File: config.mk
export PLATFORM = sky130hd
export DESIGN_NAME = sad_topk_tracker
export DESIGN_NICKNAME = d
export VERILOG_FILES = /design/src/rtl/sad_topk_tracker.sv
export SDC_FILE = /design/constraint.sdc
export NUM_CORES = 1
export LEC_CHECK = 0
export ABC_AREA = 1
export BUFFER_PORTS_ARGS = -buffer_cell sky130_fd_sc_hd__buf_2
export CAP_MARGIN = 20
export CORE_MARGIN = 2
export CORE_UTILIZATION = 40
export CTS_CLUSTER_DIAMETER = 40
export DETAILED_ROUTE_END_ITERATION = 7
export GPL_TIMING_DRIVEN = 0
export PLACE_DENSITY_LB_ADDON = 0.05
export SLEW_MARGIN = 10
export SYNTH_ARGS = -nofsm -noshare
export SYNTH_HDL_FRONTEND = slang
export SYNTH_SLANG_ARGS = --single-unit
File: constraint.sdc
create_clock -name clk -period 2 [get_ports clk]
set_input_delay 0.4 -clock clk [delete_from_list [all_inputs] [get_ports clk]]
set_output_delay 0.4 -clock clk [all_outputs]
set_load 0.005 [all_outputs]
File: src/rtl/sad_topk_tracker.sv
// Keeps the TOP_K smallest SADs seen during one block-matching search.
// Candidates arrive in raster order. Each accepted candidate is inserted into
// a sorted list. The rank-0 winner is also reported as a signed motion vector.
module sad_topk_tracker #(
  parameter int TB_LENGTH    = 16,
  parameter int SW_LENGTH    = 64,
  parameter int PE_OUT_WIDTH = 8,
  parameter int TOP_K        = 2,
  localparam int RANGE       = SW_LENGTH - TB_LENGTH + 1,
  localparam int NUM_CAND    = RANGE * RANGE,
  localparam int CNT_WIDTH   = $clog2(NUM_CAND),
  localparam int SAD_WIDTH   = $clog2(TB_LENGTH * TB_LENGTH) + PE_OUT_WIDTH,
  localparam int MV_WIDTH    = $clog2(RANGE) + 1
) (
  input  logic                           clk,
  input  logic                           rst,
  input  logic                           req,
  input  logic                           sad_valid,
  input  logic [SAD_WIDTH-1:0]           sad_in,
  input  logic                           early_en,
  input  logic [SAD_WIDTH-1:0]           early_thresh,
  output logic                           sad_ready,
  output logic                           ack,
  output logic                           early_hit,
  output logic [CNT_WIDTH:0]             cand_cnt,
  output logic [TOP_K*SAD_WIDTH-1:0]     min_sad,
  output logic [TOP_K*CNT_WIDTH-1:0]     min_cnt,
  output logic signed [MV_WIDTH-1:0]     min_mvx,
  output logic signed [MV_WIDTH-1:0]     min_mvy
);

  // Row and column counters need one bit less than a motion vector.
  localparam int RC_WIDTH = MV_WIDTH - 1;
  localparam logic [RC_WIDTH-1:0]  LAST_COL  = RC_WIDTH'(RANGE - 1);
  localparam logic [MV_WIDTH-1:0]  MV_OFFSET = MV_WIDTH'((RANGE - 1) / 2);
  localparam logic [CNT_WIDTH:0]   LAST_IDX  = (CNT_WIDTH + 1)'(NUM_CAND - 1);
  localparam logic [CNT_WIDTH:0]   MAX_CNT   = (CNT_WIDTH + 1)'(NUM_CAND);

  typedef enum logic [1:0] {IDLE, SCAN, DONE} state_e;

  state_e                state_q, state_d;
  logic [SAD_WIDTH-1:0]  sad_q [TOP_K];
  logic [SAD_WIDTH-1:0]  sad_d [TOP_K];
  logic [CNT_WIDTH-1:0]  idx_q [TOP_K];
  logic [CNT_WIDTH-1:0]  idx_d [TOP_K];
  logic [MV_WIDTH-1:0]   mvx_q, mvx_d, mvy_q, mvy_d;
  logic [CNT_WIDTH:0]    cnt_q, cnt_d;
  logic [RC_WIDTH-1:0]   row_q, row_d, col_q, col_d;
  logic                  early_hit_q, early_hit_d;
  logic                  ack_q;

  logic                  start, accept, is_last, thresh_hit;
  logic [TOP_K-1:0]      beats;

  // Qualify this cycle's events: search start, candidate acceptance and the stop conditions.
  always_comb begin
    start      = (state_q == IDLE) && req;
    accept     = (state_q == SCAN) && req && sad_valid;
    is_last    = (cnt_q == LAST_IDX);
    thresh_hit = early_en && (sad_in <= early_thresh);
    for (int r = 0; r < TOP_K; r++) begin
      beats[r] = (sad_in < sad_q[r]);
    end
  end

  // Next-state logic. Dropping req always returns to IDLE. In SCAN this abandons the search.
  always_comb begin
    state_d = state_q;
    case (state_q)
      IDLE:    if (req) state_d = SCAN;
      SCAN: begin
        if (!req)                                   state_d = IDLE;
        else if (accept && (is_last || thresh_hit)) state_d = DONE;
      end
      DONE:    if (!req) state_d = IDLE;
      default: state_d = IDLE;
    endcase
  end

  // Sorted insertion. A strict compare means an equal SAD never displaces an earlier index.
  always_comb begin
    sad_d       = sad_q;
    idx_d       = idx_q;
    mvx_d       = mvx_q;
    mvy_d       = mvy_q;
    cnt_d       = cnt_q;
    row_d       = row_q;
    col_d       = col_q;
    early_hit_d = early_hit_q;
    if (start) begin
      for (int r = 0; r < TOP_K; r++) begin
        sad_d[r] = '1;
        idx_d[r] = '0;
      end
      mvx_d       = '0;
      mvy_d       = '0;
      cnt_d       = '0;
      row_d       = '0;
      col_d       = '0;
      early_hit_d = 1'b0;
    end else if (accept) begin
      if (beats[0]) begin
        sad_d[0] = sad_in;
        idx_d[0] = cnt_q[CNT_WIDTH-1:0];
        mvx_d    = {1'b0, col_q} - MV_OFFSET;
        mvy_d    = {1'b0, row_q} - MV_OFFSET;
      end
      for (int r = 1; r < TOP_K; r++) begin
        if (beats[r]) begin
          if (beats[r-1]) begin
            sad_d[r] = sad_q[r-1];
            idx_d[r] = idx_q[r-1];
          end else begin
            sad_d[r] = sad_in;
            idx_d[r] = cnt_q[CNT_WIDTH-1:0];
          end
        end
      end
      if (cnt_q != MAX_CNT) cnt_d = cnt_q + 1'b1;
      if (col_q == LAST_COL) begin
        col_d = '0;
        row_d = row_q + 1'b1;
      end else begin
        col_d = col_q + 1'b1;
      end
      if (thresh_hit) early_hit_d = 1'b1;
    end
  end

  // Register everything. ack mirrors the DONE state one edge after it is decided.
  always_ff @(posedge clk) begin
    if (rst) begin
      state_q     <= IDLE;
      ack_q       <= 1'b0;
      early_hit_q <= 1'b0;
      cnt_q       <= '0;
      row_q       <= '0;
      col_q       <= '0;
      mvx_q       <= '0;
      mvy_q       <= '0;
      for (int r = 0; r < TOP_K; r++) begin
        sad_q[r] <= '1;
        idx_q[r] <= '0;
      end
    end else begin
      state_q     <= state_d;
      ack_q       <= (state_d == DONE);
      early_hit_q <= early_hit_d;
      cnt_q       <= cnt_d;
      row_q       <= row_d;
      col_q       <= col_d;
      mvx_q       <= mvx_d;
      mvy_q       <= mvy_d;
      sad_q       <= sad_d;
      idx_q       <= idx_d;
    end
  end

  // Flatten the rank arrays onto the output buses, placing rank 0 in the LSBs.
  always_comb begin
    min_sad = '0;
    min_cnt = '0;
    for (int r = 0; r < TOP_K; r++) begin
      min_sad[r*SAD_WIDTH +: SAD_WIDTH] = sad_q[r];
      min_cnt[r*CNT_WIDTH +: CNT_WIDTH] = idx_q[r];
    end
  end

  assign sad_ready = (state_q == SCAN);
  assign ack       = ack_q;
  assign early_hit = early_hit_q;
  assign cand_cnt  = cnt_q;
  assign min_mvx   = mvx_q;
  assign min_mvy   = mvy_q;

endmodule

# Yosys cells after proc, flatten, opt, wreduce, memory -nomap -nowiden
# Cells that the tools add are included.
[op_classes]
add_sub_neg = 5
magnitude_cmp = 3
eq_ne = 6
muxes = 8
reduce_logical = 13
[op_table]
columns = ["operator", "n"]
rows = [
  ["16-bit less-than comparator", 2],
  ["16-bit <= comparator", 1],
  ["16-bit 2-to-1 mux", 1],
  ["6-bit by 5-bit subtractor with 7-bit output (second input constant)", 2],
  ["13-bit by 1-bit adder with 13-bit output (second input constant)", 1],
  ["13-bit by 12-bit equality test with 1-bit output (second input constant)", 1],
  ["13-bit by 12-bit != test with 1-bit output (second input constant)", 1],
  ["6-bit by 1-bit adder with 6-bit output (second input constant)", 2],
  ["12-bit 2-to-1 mux", 1],
  ["2-bit AND reduction", 5],
  ["2-bit 2-to-1 mux", 4],
  ["6-bit equality test (second input constant)", 1],
  ["6-bit 2-to-1 mux", 1],
  ["2-bit one-hot mux with 3 select lines", 1],
  ["1-bit logical AND", 5],
  ["2-bit equality test (second input constant)", 2],
  ["2-bit by 1-bit equality test with 1-bit output (second input constant)", 1],
  ["2-bit zero test", 1],
  ["2-bit OR reduction", 1],
  ["1-bit logical OR", 1],
]
[totals]
register_bits = 99
inputBits = 37
output_inout_bits = 86
elab_cells = 47

# Depth between registers and ports, before layout
# Gate-level depths: netlist (run 1).
[logic_depth]
word_depth = 8
ltp_mapped = 16
ltp_nobuf = 16

# Least setup slack after synthesis (run 1)
# OpenSTA, ideal clock, no wires.
[synth_path]
path_kind = "input to register"
start = "input sad_in[5]"
end = "register sad_q, in the netlist min_sad[21]"
setup_ns = 0.117
arrival_ns = 1.666
required_time_ns = 1.883
path_slack_ns = 0.218
stages = 11
path_buffers = 2
cell_sequence = "ha_1 a21oi_1 nor2_1 nor3_1 nand2_1 nand2_2 buf_6 buf_2 nand3_1 nand3_1 nand2_1"
[synth_via]
elab_chain_len = 2
word_cells_on_any_way = 4
classes_between = "order compare (2); mux (1); reduce/logical (1)"
[synth_lines]
columns = ["item", "line_no", "source"]
rows = [
  ["start: declaration", "19", "input logic [SAD_WIDTH-1:0] sad_in,"],
  ["16-bit less-than comparator", "62", "beats[r] = (sad_in < sad_q[r]);"],
  ["16-bit 2-to-1 mux or 2-bit AND reduction (tied branches)", "n/a", ""],
  ["end signal: indexed assignment", "142", "sad_q[r] <= '1;"],
  ["end signal: assignment", "154", "sad_q <= sad_d;"],
  ["end: declaration", "42", "logic [SAD_WIDTH-1:0] sad_q [TOP_K];"],
]
# Parallel ways exist; a longest one is shown, timed or not.
# A chain may end at the register's enable or synchronous reset.

# Worst setup path after layout (run 1)
[layout_path]
start = "register sad_q, in the netlist min_sad[15]"
end = "register sad_q, in the netlist min_sad[11]"
[layout_via]
elab_chain_len = 2
[layout_lines]
columns = ["item", "line_no"]
rows = [
  ["16-bit less-than comparator", "62"],
  ["2-bit AND reduction (no source line)", "n/a"],
]
# No other way between the ends.

==> results, run 1 <==
- The flow ran to the end, and the final reports show no timing, DRC or antenna violations.
- The routed layout has 5757 vias.
- Of the post-synthesis cell area, the dominant cell type holds 0.3353.
- Summed over all instances, the cell type with the most area after synthesis is sky130_fd_sc_hd__dfxtp_1.
- The actual slew at the worst max-slew pin is roughly 0.63 ns.
- Max-cap violations in this run came to 0.
- The tree is rooted in a sky130_fd_sc_hd__clkbuf_16.
- The final number of setup-violating endpoints is 0.
- In the final routed layout, each cell accounts on average for roughly 14 µm.
- Of the synthesized area, sequential elements account for 0.3353.
- The number of global-route vias before repair is a little over 5000.
- Relative to the synthesized area, the layout overhead comes to 31.39%.
- The worst setup path is captured at a flop.
- The routability congestion estimate from global placement is 0.7886.
- The worst path in the final design needs a cycle of slightly below 2 ns, including I/O delays and setup.
- For this design the static power due to leakage is a little over 0.004 µW.
- The top achievable clock speed is 0.5054 GHz.
- The average footprint of a synthesized cell is between 6 and 7 µm².
- During placement, the flow inserted port buffers numbering 122.
- The clock input transition at the sequential cells of the worst setup and hold paths is roughly 0.060 ns.
- The top-level I/O count is between 100 and 150.
- The die area is around 16000 µm².
- The worst path required time is around 2.2 ns.
- Dividing the detail-routed via count by the number of cells gives around 4.7.
- Timing analysis after detailed placement gives a worst setup slack of -0.2614 ns.
- 0 antenna diodes ended up in the layout.
- The clock reaches the later pin of the worst-skew pair after roughly 0.36 ns.
- In the final design database the tool counted 1124 nets.
- The share of the clock period used by the worst path after layout is 0.9894.
- The HPWL reported at the end of detailed placement is between 10000 and 15000 µm.
- The fraction of final layout cells sized beyond drive strength 1 is 0.2726.
- The critical path is of the flop to flop type.
- The number of distinct library cell variants in the gate-level netlist after synthesis is 32.
- In this run, post-CTS hold repair placed 0 buffers.
- The total overflow left after global routing is 0.
- The floorplan die height is about 130 µm.
- The count of unresolved DRC violations after routing is 0.
- Measured on the finished design, the core utilization comes to 0.5364.
- Setup repair after global routing could not meet its margin everywhere.
- The number of register bits inferred by synthesis is between 90 and 100.
- The top cell types in the final layout, fill and taps aside, are sky130_fd_sc_hd__nand2_1, sky130_fd_sc_hd__inv_1, sky130_fd_sc_hd__buf_2.
- The synthesized area is between 5000 and 6000 µm².
- TritonCTS built the clock tree.
- The number of sinks driven by the clock tree is 99.
- The initialized floorplan defines 44 standard-cell rows.
- The final wirelength is between 15000 and 20000 µm.
- VDD sags by at most roughly 460 µV.
- The worst setup path is launched from a flop.
- The floorplan step defined a core boundary enclosing 14480 µm².
- The die is 125.6 µm wide.
- The completed layout was analyzed and its total power is 4592 µW.
- The number of antenna-violating nets in the routed design is 0.
- The headroom to the max-slew limit is 0.5812.
- In the final timing run, aggregate negative setup slack is 0 ns.
- The number of clock buffers inserted by TritonCTS is 9.
- The post-route worst setup slack is 0.02128 ns.
- Power spread over the standard cell area amounts to between 500 and 600 nW/µm².
- The post-route worst hold slack is between 0.2 and 0.3 ns.
- The leading cell type in the layout, fill and taps excluded is sky130_fd_sc_hd__nand2_1.
- The iteration count of the initial detailed-routing pass is 5.
- The cell count after synthesis came out at 885.
- The synthesized netlist net count is around 980.
- The clock arrives with between 0.01 and 0.015 ns of skew.
- The final hold violation count was 0.
- After synthesis, the cell types taking the most area are sky130_fd_sc_hd__dfxtp_1, sky130_fd_sc_hd__nand2_1, sky130_fd_sc_hd__ha_1.
- The maximum number of pins on one net before global-route repair is 17.
- The buffer levels on the longest clock path is 2.
- The initial antenna violation count is 0.
- The initial utilization of the core area, before any placement, comes to 0.4082.
- In this run the worst path has a maximum fanout of 6.
- In this run the number of H-tree levels came out at 3.
- The number of warnings printed during yosys synthesis is 0.
- The min-delay analysis places its worst path in the category input port to flop.
- The global-route wire length before repair is 26020 µm.
- In the global route stage, overall resource usage came out at 0.2056.
- The number of DRC markers in iteration 0 is roughly 310.
- Data on the critical path arrives at its endpoint at roughly 2.2 ns.
- The final-report max-slew violation count is 0.
==> registers in the layout, indices dropped and copies added, names as in the netlist <==
register / cells
min_sad: 32
state_q: 2
early_hit: 1
min_mvy: 7
ack: 1
row_q: 6
min_cnt: 24
col_q: 6
min_mvx: 7
cand_cnt: 13
==> critical path: stages (launching register included) <==
cell and delay [ns]:
sky130_fd_sc_hd__dfxtp_2 0.35, sky130_fd_sc_hd__inv_1 0.07, sky130_fd_sc_hd__ha_1 0.31, sky130_fd_sc_hd__a21oi_2 0.15
sky130_fd_sc_hd__o21ai_1 0.12, sky130_fd_sc_hd__a21oi_4 0.20, sky130_fd_sc_hd__nand3_4 0.16, sky130_fd_sc_hd__buf_8 0.19
sky130_fd_sc_hd__clkbuf_16 0.17, sky130_fd_sc_hd__nand2_4 0.05, sky130_fd_sc_hd__nand3_2 0.06
==> logic make-up (layout without fill, tap and decap cells) <==
family / count (synthesis) / in the layout / synth area share
buf+inv: 183 / 336 / 0.1342
fa+ha+maj: 54 / 54 / 0.1143
flops: 99 / 99 / 0.3353
compound gates: 80 / 80 / 0.07218
simple gates: 456 / 456 / 0.3247
xor+xnor: 13 / 13 / 0.01926
==> metrics by stage <==
step,cells,area (µm²)
finish,1222,7766
detailed placement,1191,6751
CTS,1207,7107
global placement,1191,6751
floorplan,885,5911
global route,1222,7766
==> worst paths after layout <==
| path | startpoint | to | slack [ns] | cells after the start |
|---|---|---|---|---|
| min reg2reg | early_hit | early_hit | 0.46 | 2 |
| max reg2reg | min_sad[15] | min_sad[11] | 0.02 | 10 |
| max | min_sad[15] | min_sad[11] | 0.02 | 10 |
| min | rst | state_q[0] | 0.28 | 2 |
==> synth_stat cells (all sizes together) <==
library cell	instances
nand2	256
inv	146
nor2	104
dfxtp	99
nand3	74
a21oi	59
ha	54
buf	27
o21ai	18
nor3	11
clkbuf	9
xor2	8
nand4	6
xnor2	5
nor3b	3
a21o	2
clkinv	1
nand3b	1
nor4	1
o21a	1
==> what timing repair did <==
item                                    in CTS  in global routing
pin swaps                                    1                 17
gates resized for setup                      7                123
gates cloned                                 0                  7
endpoints found under the setup margin      26                 74
setup buffers                                0                  9
==> routing by layer <==
metal / GRT usage / share of wire
met5: 0 / 0
met4: 0.05882 / 0.012
met3: 0.03295 / 0.050
met2: 0.3253 / 0.45
met1: 0.2900 / 0.49
==> layout make-up <==
cell class	instances	area, µm²
Timing Repair Buffer	138	833.3
Clock inverter	6	112.6
Tap cell	184	230.2
Fill cell	1475	6713
Buffer	35	326.6
Clock buffer	10	229.0
Multi-Input combinational cell	603	3458
Sequential cell	99	2013
Inverter	147	563.0
==> power breakdown <==
group	leakage (µW)	switching (µW)	internal (µW)
clock network	0.000167	791	1230
registers	0.000790	24.6	2000
logic	0.00308	329	218
No activity file was read; power rests on OpenSTA's default activity.
==> run 2, diff against run 1 <==
Settings changed: CTS_BUF_LIST set to sky130_fd_sc_hd__clkbuf_8 sky130_fd_sc_hd__clkbuf_16.
==> run 2 against run 1 <==
- sequential share of layout area unchanged
- non-clock buffer count unchanged
- flip-flop and latch count unchanged
- maximum frequency barely moved
- design area is the same
- largest cell class unchanged
- clock power hardly changed
- first-iteration DRC count decreased by 1.6%
- core utilization unchanged
- combinational power hardly changed
- sequential power about the same
- clock skew about the same
- hold slack improved by 0.00075 ns
==> results, run 2 (same netlist as run 1, synthesis figures left out) <==
- The final hold violation count was 0 (unchanged).
- The count of placed standard cells including taps is 1191 (unchanged).
- The launching point of the worst reg2reg path is min_sad[15] (unchanged).
- The worst reg2reg path endpoint was min_sad[11] (unchanged).
- The ratio of total power to cell area is 591.4 nW/µm² (was 591.3 nW/µm²).
- The clock input transition at the sequential cells of the worst setup and hold paths came to 0.06 ns (about the same).
- The number of clock buffers inserted by TritonCTS is 9 (unchanged).
- The CTS tree is done (unchanged).
- The CTS H-tree depth is 3 (unchanged).
- The kind of end point of the critical path was a flop (unchanged).
- The final critical delay including setup and external delays was 1.979 ns (about the same).
- The count of buffers from port buffering is 122 (unchanged).
- Leading cell types in the layout, fill and taps excluded: sky130_fd_sc_hd__nand2_1, sky130_fd_sc_hd__inv_1, sky130_fd_sc_hd__buf_2 (unchanged).
- The setup TNS is 0 ns (unchanged).
- The minimum setup slack after placement is -0.2614 ns (unchanged).
- The hold path endpoint is state_q[0] (unchanged).
- RSZ-0062 raised after global routing: yes (unchanged).
- The post-route worst setup slack came to 0.02076 ns (was 0.02128 ns).
- The top achievable clock speed was 0.5052 GHz (was 0.5054 GHz).
- The routability congestion estimate from global placement came to 0.7886 (unchanged).
- The share of the clock period used by the worst path after layout is 0.9896 (was 0.9894).
- The number of DRC markers in iteration 0 is 309 (was 314).
- The headroom to the max-slew limit came to 0.5763 (was 0.5812).
- The maximum number of pins on one net before global-route repair was 17 (unchanged).
- The leakage power was 0.004047 µW (was 0.004042 µW).
- The depth of the worst hold-timing path is 2 (unchanged).
- The global-route wire length before repair came to 26020 µm (unchanged).
- The actual slew at the worst max-slew pin is 0.6355 ns (was 0.6282 ns).
- The worst endpoint data arrival time is 2.19 ns (about the same).
- The maximum fanout along the worst path is 6 (unchanged).
- The total congestion overflow was 0 (unchanged).
- The count of unresolved DRC violations after routing is 0 (unchanged).
- The register-to-register setup slack is 0.02 ns (about the same).
- The average via count per standard cell came to 4.713 (was 4.711).
- The buffer levels on the longest clock path is 2 (unchanged).
- The via count of the routed design is 5759 (was 5757).
- The area added between synthesis and finish is 31.39% (unchanged).
- The floorplan die height came to 125.6 µm (unchanged).
- The die area was 15770 µm² (unchanged).
- The number of global-route vias before repair is 5171 (unchanged).
- The number of sinks driven by the clock tree is 99 (unchanged).
- The worst-case reg-to-reg path depth is 10 (unchanged).
- The number of antenna repair diodes is 0 (unchanged).
- The insertion delay of the later-clocked pin in the worst-skew pair is 0.36 ns (about the same).
- The initial antenna violation count is 0 (unchanged).
- The leading cell type in the layout, fill and taps excluded was sky130_fd_sc_hd__nand2_1 (unchanged).
- The path type of the worst min-delay path is input port to flop (unchanged).
- The row count is 44 (unchanged).
- The fraction of final layout cells sized beyond drive strength 1 is 0.2726 (unchanged).
- The master cell of the clock root buffer is sky130_fd_sc_hd__clkbuf_16 (unchanged).
- The final wirelength is 16950 µm (was 16940 µm).
- The number of maximum-capacitance violations is 0 (unchanged).
- The final-report max-slew violation count is 0 (unchanged).
- The count of fill cells added during filler insertion is 1475 (unchanged).
- The placeable core area is 14480 µm² (unchanged).
- The nature of the critical path startpoint is a flop (unchanged).
- The initial cell density of the core is 0.4082 (unchanged).
- The final number of setup-violating endpoints is 0 (unchanged).
- The routed wire length per instance is 13.87 µm (was 13.86 µm).
- The HPWL reported at the end of detailed placement came to 12090 µm (unchanged).
- The final cell count without fillers is 1222 (unchanged).
- The maximum clock skew at final layout is 0.01038 ns (was 0.01014 ns).
- The fraction of the core area covered by cells at the end of the flow is 0.5364 (unchanged).
- The peak supply drop is 473.9 µV (was 463.7 µV).
- The flip-flop count of the largest register after layout is 32 (unchanged).
- The post-route worst hold slack is 0.2785 ns (was 0.2778 ns).
- The die extent in x is 125.6 µm (unchanged).
- The total routing usage reported by global routing was 0.2056 (unchanged).
- The iteration count of the initial detailed-routing pass is 5 (unchanged).
- Status: finished clean (unchanged).
- The number of antenna-violating nets in the routed design was 0 (unchanged).
- The worst path required time was 2.21 ns (about the same).
- The top-level I/O count is 123 (unchanged).
- The final net count is 1124 (unchanged).
- The start point of the worst min-delay path is rst (unchanged).
- The critical path class is flop to flop (unchanged).
[run 2: changes by cell type in the layout (fill, tap and decap cells not counted), sizes merged]
cell	delta
clkbuf	-1
inv	+1
[run 2: per-stage QoR]
stage	total power [µW]	cell area, µm²
2_1_floorplan	2349	5911
3_5_place_dp	2534	6751
6_report	4593	7766
4_1_cts	4552	7107
5_1_grt	4792	7766
3_3_place_gp	2532	6751
[run 2: how the worst max path moves through the flow]
stage,cells past startpoint,from,endpoint,slack (ns)
6_report,10,min_sad[15],min_sad[11],0.02
5_1_grt,10,min_sad[11],min_cnt[2],-0.07
4_1_cts,6,state_q[1],min_sad[28],0.007
3_5_place_dp,12,sad_in[5],min_sad[26],-0.26
3_3_place_gp,12,sad_in[5],min_sad[26],-0.25
2_1_floorplan,11,sad_in[5],min_sad[21],0.22
[run 2: per-layer routing]
| metal | routed length [µm] | track usage | part of all wire | vias to the layer above |
|---|---|---|---|---|
| li1 | - | - | - | 3042 |
| met1 | 8277 | 0.2900 | 0.49 | 2562 |
| met2 | 7592 | 0.3253 | 0.45 | 140 |
| met3 | 878 | 0.03295 | 0.052 | 15 |
| met4 | 203 | 0.05882 | 0.012 | 0 |
| met5 | 0 | 0 | 0 | - |
[run 2: final cells by class]
| class | count | area [µm²] | area share |
|---|---|---|---|
| multi-input cells | 603 | 3458 | 0.4453 |
| flip-flops and latches | 99 | 2013 | 0.2592 |
| repair buffers | 138 | 833.3 | 0.1073 |
| inverters | 147 | 563.0 | 0.07250 |
| plain buffers | 35 | 326.6 | 0.04205 |
| well taps | 184 | 230.2 | 0.02964 |
| clock buffers | 9 | 225.2 | 0.02900 |
| clock inverters | 7 | 116.4 | 0.01498 |
[run 2: power breakdown]
part | internal [µW] | switching (µW)
Combinational | 218 | 329
Clock | 1220 | 796
Sequential | 2000 | 24.6
[run 2: critical path: stages (launching register included)]
cell and delay (ns):
sky130_fd_sc_hd__dfxtp_2 0.35, sky130_fd_sc_hd__inv_1 0.07, sky130_fd_sc_hd__ha_1 0.31, sky130_fd_sc_hd__a21oi_2 0.15, sky130_fd_sc_hd__o21ai_1 0.12, sky130_fd_sc_hd__a21oi_4 0.20, sky130_fd_sc_hd__nand3_4 0.16, sky130_fd_sc_hd__buf_8 0.19
sky130_fd_sc_hd__clkbuf_16 0.17, sky130_fd_sc_hd__nand2_4 0.05, sky130_fd_sc_hd__nand3_2 0.06
[run 2: what timing repair did]
item / CTS / global route
resized for setup: 7 / 123
pin swaps: 1 / 17
hold buffers: 0 / 0
setup buffers: 0 / 9
endpoints found under the hold margin: 0 / 0
endpoints found under the setup margin: 26 / 74
gates cloned: 0 / 7
==> run 3, diff against run 2 <==
Settings changed: BUFFER_PORTS_ARGS -buffer_cell sky130_fd_sc_hd__buf_2 to not set, CORE_ASPECT_RATIO set to 1.2, DONT_BUFFER_PORTS set to 1.
==> run 3 against run 2 <==
- hold slack got worse by 0.16 ns
- combinational power fell by 22%
- die area barely moved
- flip-flop and latch count did not move
- critical path depth did not move
- register-to-register slack improved by 0.05 ns
- sequential share of layout area rose by 3.4 points
- via count fell by 7.5%
- non-clock buffer count fell by 127
- first-iteration DRC count fell by 65%
- design area fell by 11%
- clock power fell by 12%
- largest power group unchanged
- highest routed layer unchanged
==> results, run 3 (same netlist as run 1, synthesis figures left out) <==
- Status: finished clean (unchanged).
- The actual slew at the worst max-slew pin was 0.6103 ns (was 0.6355 ns).
- The share of the clock period used by the worst path after layout is 0.9634 (was 0.9896).
- The hold path endpoint was state_q[0] (unchanged).
- The number of antenna-violating nets in the routed design was 0 (unchanged).
- In this design, the critical path's most frequently occurring cell is sky130_fd_sc_hd__o21ai_2.
- The via count of the routed design is 5325 (was 5759).
- The CTS H-tree depth was 3 (unchanged).
- The placeable core area is 14410 µm² (was 14480 µm²).
- The count of placed standard cells including taps was 1060 (was 1191).
- The delay of the slowest cell on the worst path came to 0.35 ns (about the same).
- The ratio of total power to cell area is 610.8 nW/µm² (was 591.4 nW/µm²).
- Leading cell types in the layout, fill and taps excluded: sky130_fd_sc_hd__nand2_1, sky130_fd_sc_hd__inv_1, sky130_fd_sc_hd__nor2_1 (was sky130_fd_sc_hd__nand2_1, sky130_fd_sc_hd__inv_1, sky130_fd_sc_hd__buf_2).
- The depth of the worst hold-timing path is 1 (was 2).
- The final wirelength is 16340 µm (was 16950 µm).
- The average via count per standard cell is 4.903 (was 4.713).
- The number of hold-repair buffers added at the cts stage is 0 (unchanged).
- The count of buffers from port buffering came to 0 (was 122).
- The maximum number of pins on one net before global-route repair is 17 (unchanged).
- The number of sinks driven by the clock tree is 99 (unchanged).
- The number of DRC markers in iteration 0 is 108 (was 309).
- The cell family with the largest share of critical-path delay is compound AO/OA/AOI/OAI gates (unchanged).
- The total buffers and inverters traversed by the critical path is 3 (unchanged).
- The buffer levels on the longest clock path was 2 (unchanged).
- The launching point of the worst reg2reg path was min_sad[9] (was min_sad[15]).
- The count of fill cells added during filler insertion is 1521 (was 1475).
- The top achievable clock speed is 0.5190 GHz (was 0.5052 GHz).
- The fraction of final layout cells sized beyond drive strength 1 was 0.1482 (was 0.2726).
- The routability congestion estimate from global placement is 0.8928 (was 0.7886).
- The global-route wire length before repair is 24870 µm (was 26020 µm).
- The HPWL reported at the end of detailed placement came to 12340 µm (was 12090 µm).
- The worst reg2reg path endpoint is min_mvx[6] (was min_sad[11]).
- The setup TNS is 0 ns (unchanged).
- The final critical delay including setup and external delays is 1.927 ns (was 1.979 ns).
- The maximum clock skew at final layout came to 0.005929 ns (was 0.01038 ns).
- The number of maximum-capacitance violations is 0 (unchanged).
- The register-to-register setup slack is 0.07 ns (was 0.02 ns).
- The cell with the largest stage delay on the worst path is sky130_fd_sc_hd__dfxtp_2 (unchanged).
- The start point of the worst min-delay path is rst (unchanged).
- The die extent in x is 115.0 µm (was 125.6 µm).
- The fraction of power consumed by combinational cells was 0.101 (was 0.119).
- The leading cell type in the layout, fill and taps excluded is sky130_fd_sc_hd__nand2_1 (unchanged).
- The final net count was 997 (was 1124).
- The floorplan die height came to 137.2 µm (was 125.6 µm).
- The number of clock buffers inserted by TritonCTS is 9 (unchanged).
- The maximum fanout along the worst path was 6 (unchanged).
- The final-report max-slew violation count is 0 (unchanged).
- The count of unresolved DRC violations after routing is 0 (unchanged).
- The worst-case reg-to-reg path depth is 10 (unchanged).
- The row count is 48 (was 44).
- The total routing usage reported by global routing is 0.2029 (was 0.2056).
- The worst path required time came to 2.21 ns (about the same).
- The final cell count without fillers was 1086 (was 1222).
- The final number of setup-violating endpoints was 0 (unchanged).
- The insertion delay of the later-clocked pin in the worst-skew pair is 0.34 ns (was 0.36 ns).
- The power spent charging and discharging nets is 1073 µW (was 1149 µW).
- The worst endpoint data arrival time is 2.14 ns (was 2.19 ns).
- The flip-flop count of the largest register after layout is 32 (unchanged).
- The initial cell density of the core was 0.4101 (was 0.4082).
- The fraction of power consumed by sequential logic was 0.478 (was 0.441).
- The number of antenna repair diodes is 0 (unchanged).
- The critical path class is flop to flop (unchanged).
- The peak supply drop was 333.7 µV (was 473.9 µV).
- The nature of the critical path startpoint is a flop (unchanged).
- The instance area at placement was 6130 µm² (was 6751 µm²).
- The iteration count of the initial detailed-routing pass is 5 (unchanged).
- The CTS tree is done (unchanged).
- The master cell of the clock root buffer is sky130_fd_sc_hd__clkbuf_16 (unchanged).
- The internal power summed over all cells was 3162 µW (was 3444 µW).
- The final hold violation count was 0 (unchanged).
- The design area came to 6934 µm² (was 7766 µm²).
- The power share of the clock group came to 0.421 (was 0.440).
- The area added between synthesis and finish is 17.32% (was 31.39%).
- The leakage power was 0.003457 µW (was 0.004047 µW).
- The headroom to the max-slew limit was 0.5931 (was 0.5763).
- The routed wire length per instance is 15.05 µm (was 13.87 µm).
- The number of global-route vias before repair is 5120 (was 5171).
- The final total power is 4236 µW (was 4593 µW).
- The top-level I/O count came to 123 (unchanged).
- The initial antenna violation count is 0 (unchanged).
- The kind of end point of the critical path was a flop (unchanged).
- The path type of the worst min-delay path is input port to flop (unchanged).
- The fraction of power spent switching nets is 0.2534 (was 0.2502).
- RSZ-0062 raised after global routing: yes (unchanged).
- Series of cell instances along the critical path: inv_1 > ha_1 > a21oi_1 > o21ai_2 > a21oi_4 > nand3_4 > buf_8 > buf_6 > o21ai_2 > nor2_1 (was inv_1 > ha_1 > a21oi_2 > o21ai_1 > a21oi_4 > nand3_4 > buf_8 > clkbuf_16 > nand2_4 > nand3_2).
- The total congestion overflow is 0 (unchanged).
- The die area is 15770 µm² (about the same).
- The clock input transition at the sequential cells of the worst setup and hold paths was 0.07 ns (was 0.06 ns).
run 3: cell count changes in the layout (fill, tap and decap cells not counted), moves of 6 or more:
cell	previous run	this run
sky130_fd_sc_hd__a21oi_1	44	50
sky130_fd_sc_hd__a21oi_2	13	7
sky130_fd_sc_hd__buf_2	127	6
sky130_fd_sc_hd__dfxtp_2	22	13
sky130_fd_sc_hd__dfxtp_4	1	9
sky130_fd_sc_hd__nand2_1	237	246
sky130_fd_sc_hd__nand2_2	16	10
run 3: what timing repair did:
action	CTS	global route
resized for setup	23	89
gates cloned	1	3
setup endpoints to repair	64	70
pin swaps	4	13
buffers inserted	1	7
run 3: cell type report:
cell class | instances | area, µm² | share of cell area
Inverter | 147 | 558.0 | 0.08048
Buffer | 34 | 300.3 | 0.04331
Clock buffer | 10 | 239.0 | 0.03446
Clock inverter | 6 | 63.81 | 0.009202
Multi-Input combinational cell | 603 | 3356 | 0.4839
Timing Repair Buffer | 12 | 166.4 | 0.02400
Sequential cell | 99 | 2032 | 0.2930
Tap cell | 175 | 219.0 | 0.03158
run 3: how the worst max path moves through the flow:
stage	start	to	slack, ns	depth (start not counted)
after floorplan	sad_in[5]	min_sad[21]	0.22	11
after global placement	min_sad[15]	min_mvx[2]	-0.11	10
after detailed placement	min_sad[15]	min_mvx[2]	-0.14	10
after CTS	min_sad[25]	min_sad[21]	0.003	9
after global routing	min_sad[5]	min_sad[11]	-0.08	12
final	min_sad[9]	min_mvx[6]	0.07	10
run 3: power by group through the flow:
stage               registers, µW  clock network (µW)  logic, µW
floorplan                    2070                   0        280
global placement             2080                   0        358
detailed placement           2080                   0        372
CTS                          2040                1850        383
global route                 2030                1910        488
finish                       2030                1780        426
run 3: metal layers:
metal	vias to the layer above	GRT usage	routed length [µm]
met1	2412	0.2203	6733
met5	-	0	0
met2	111	0.3817	8397
li1	2779	-	-
met4	0	0.06827	323
met3	23	0.04827	889
run 3: stage by stage:
| stage | utilization | hold WS [ns] | worst slack (ns) |
|---|---|---|---|
| after floorplan | - | 0.4466 | 0.2176 |
| after global placement | 0.4253 | 0.4631 | -0.1074 |
| after detailed placement | 0.4253 | 0.4736 | -0.1375 |
| after CTS | 0.4511 | 0.1037 | 0.003459 |
| after global routing | 0.4811 | 0.1082 | -0.07945 |
| final | 0.4811 | 0.1218 | 0.07314 |
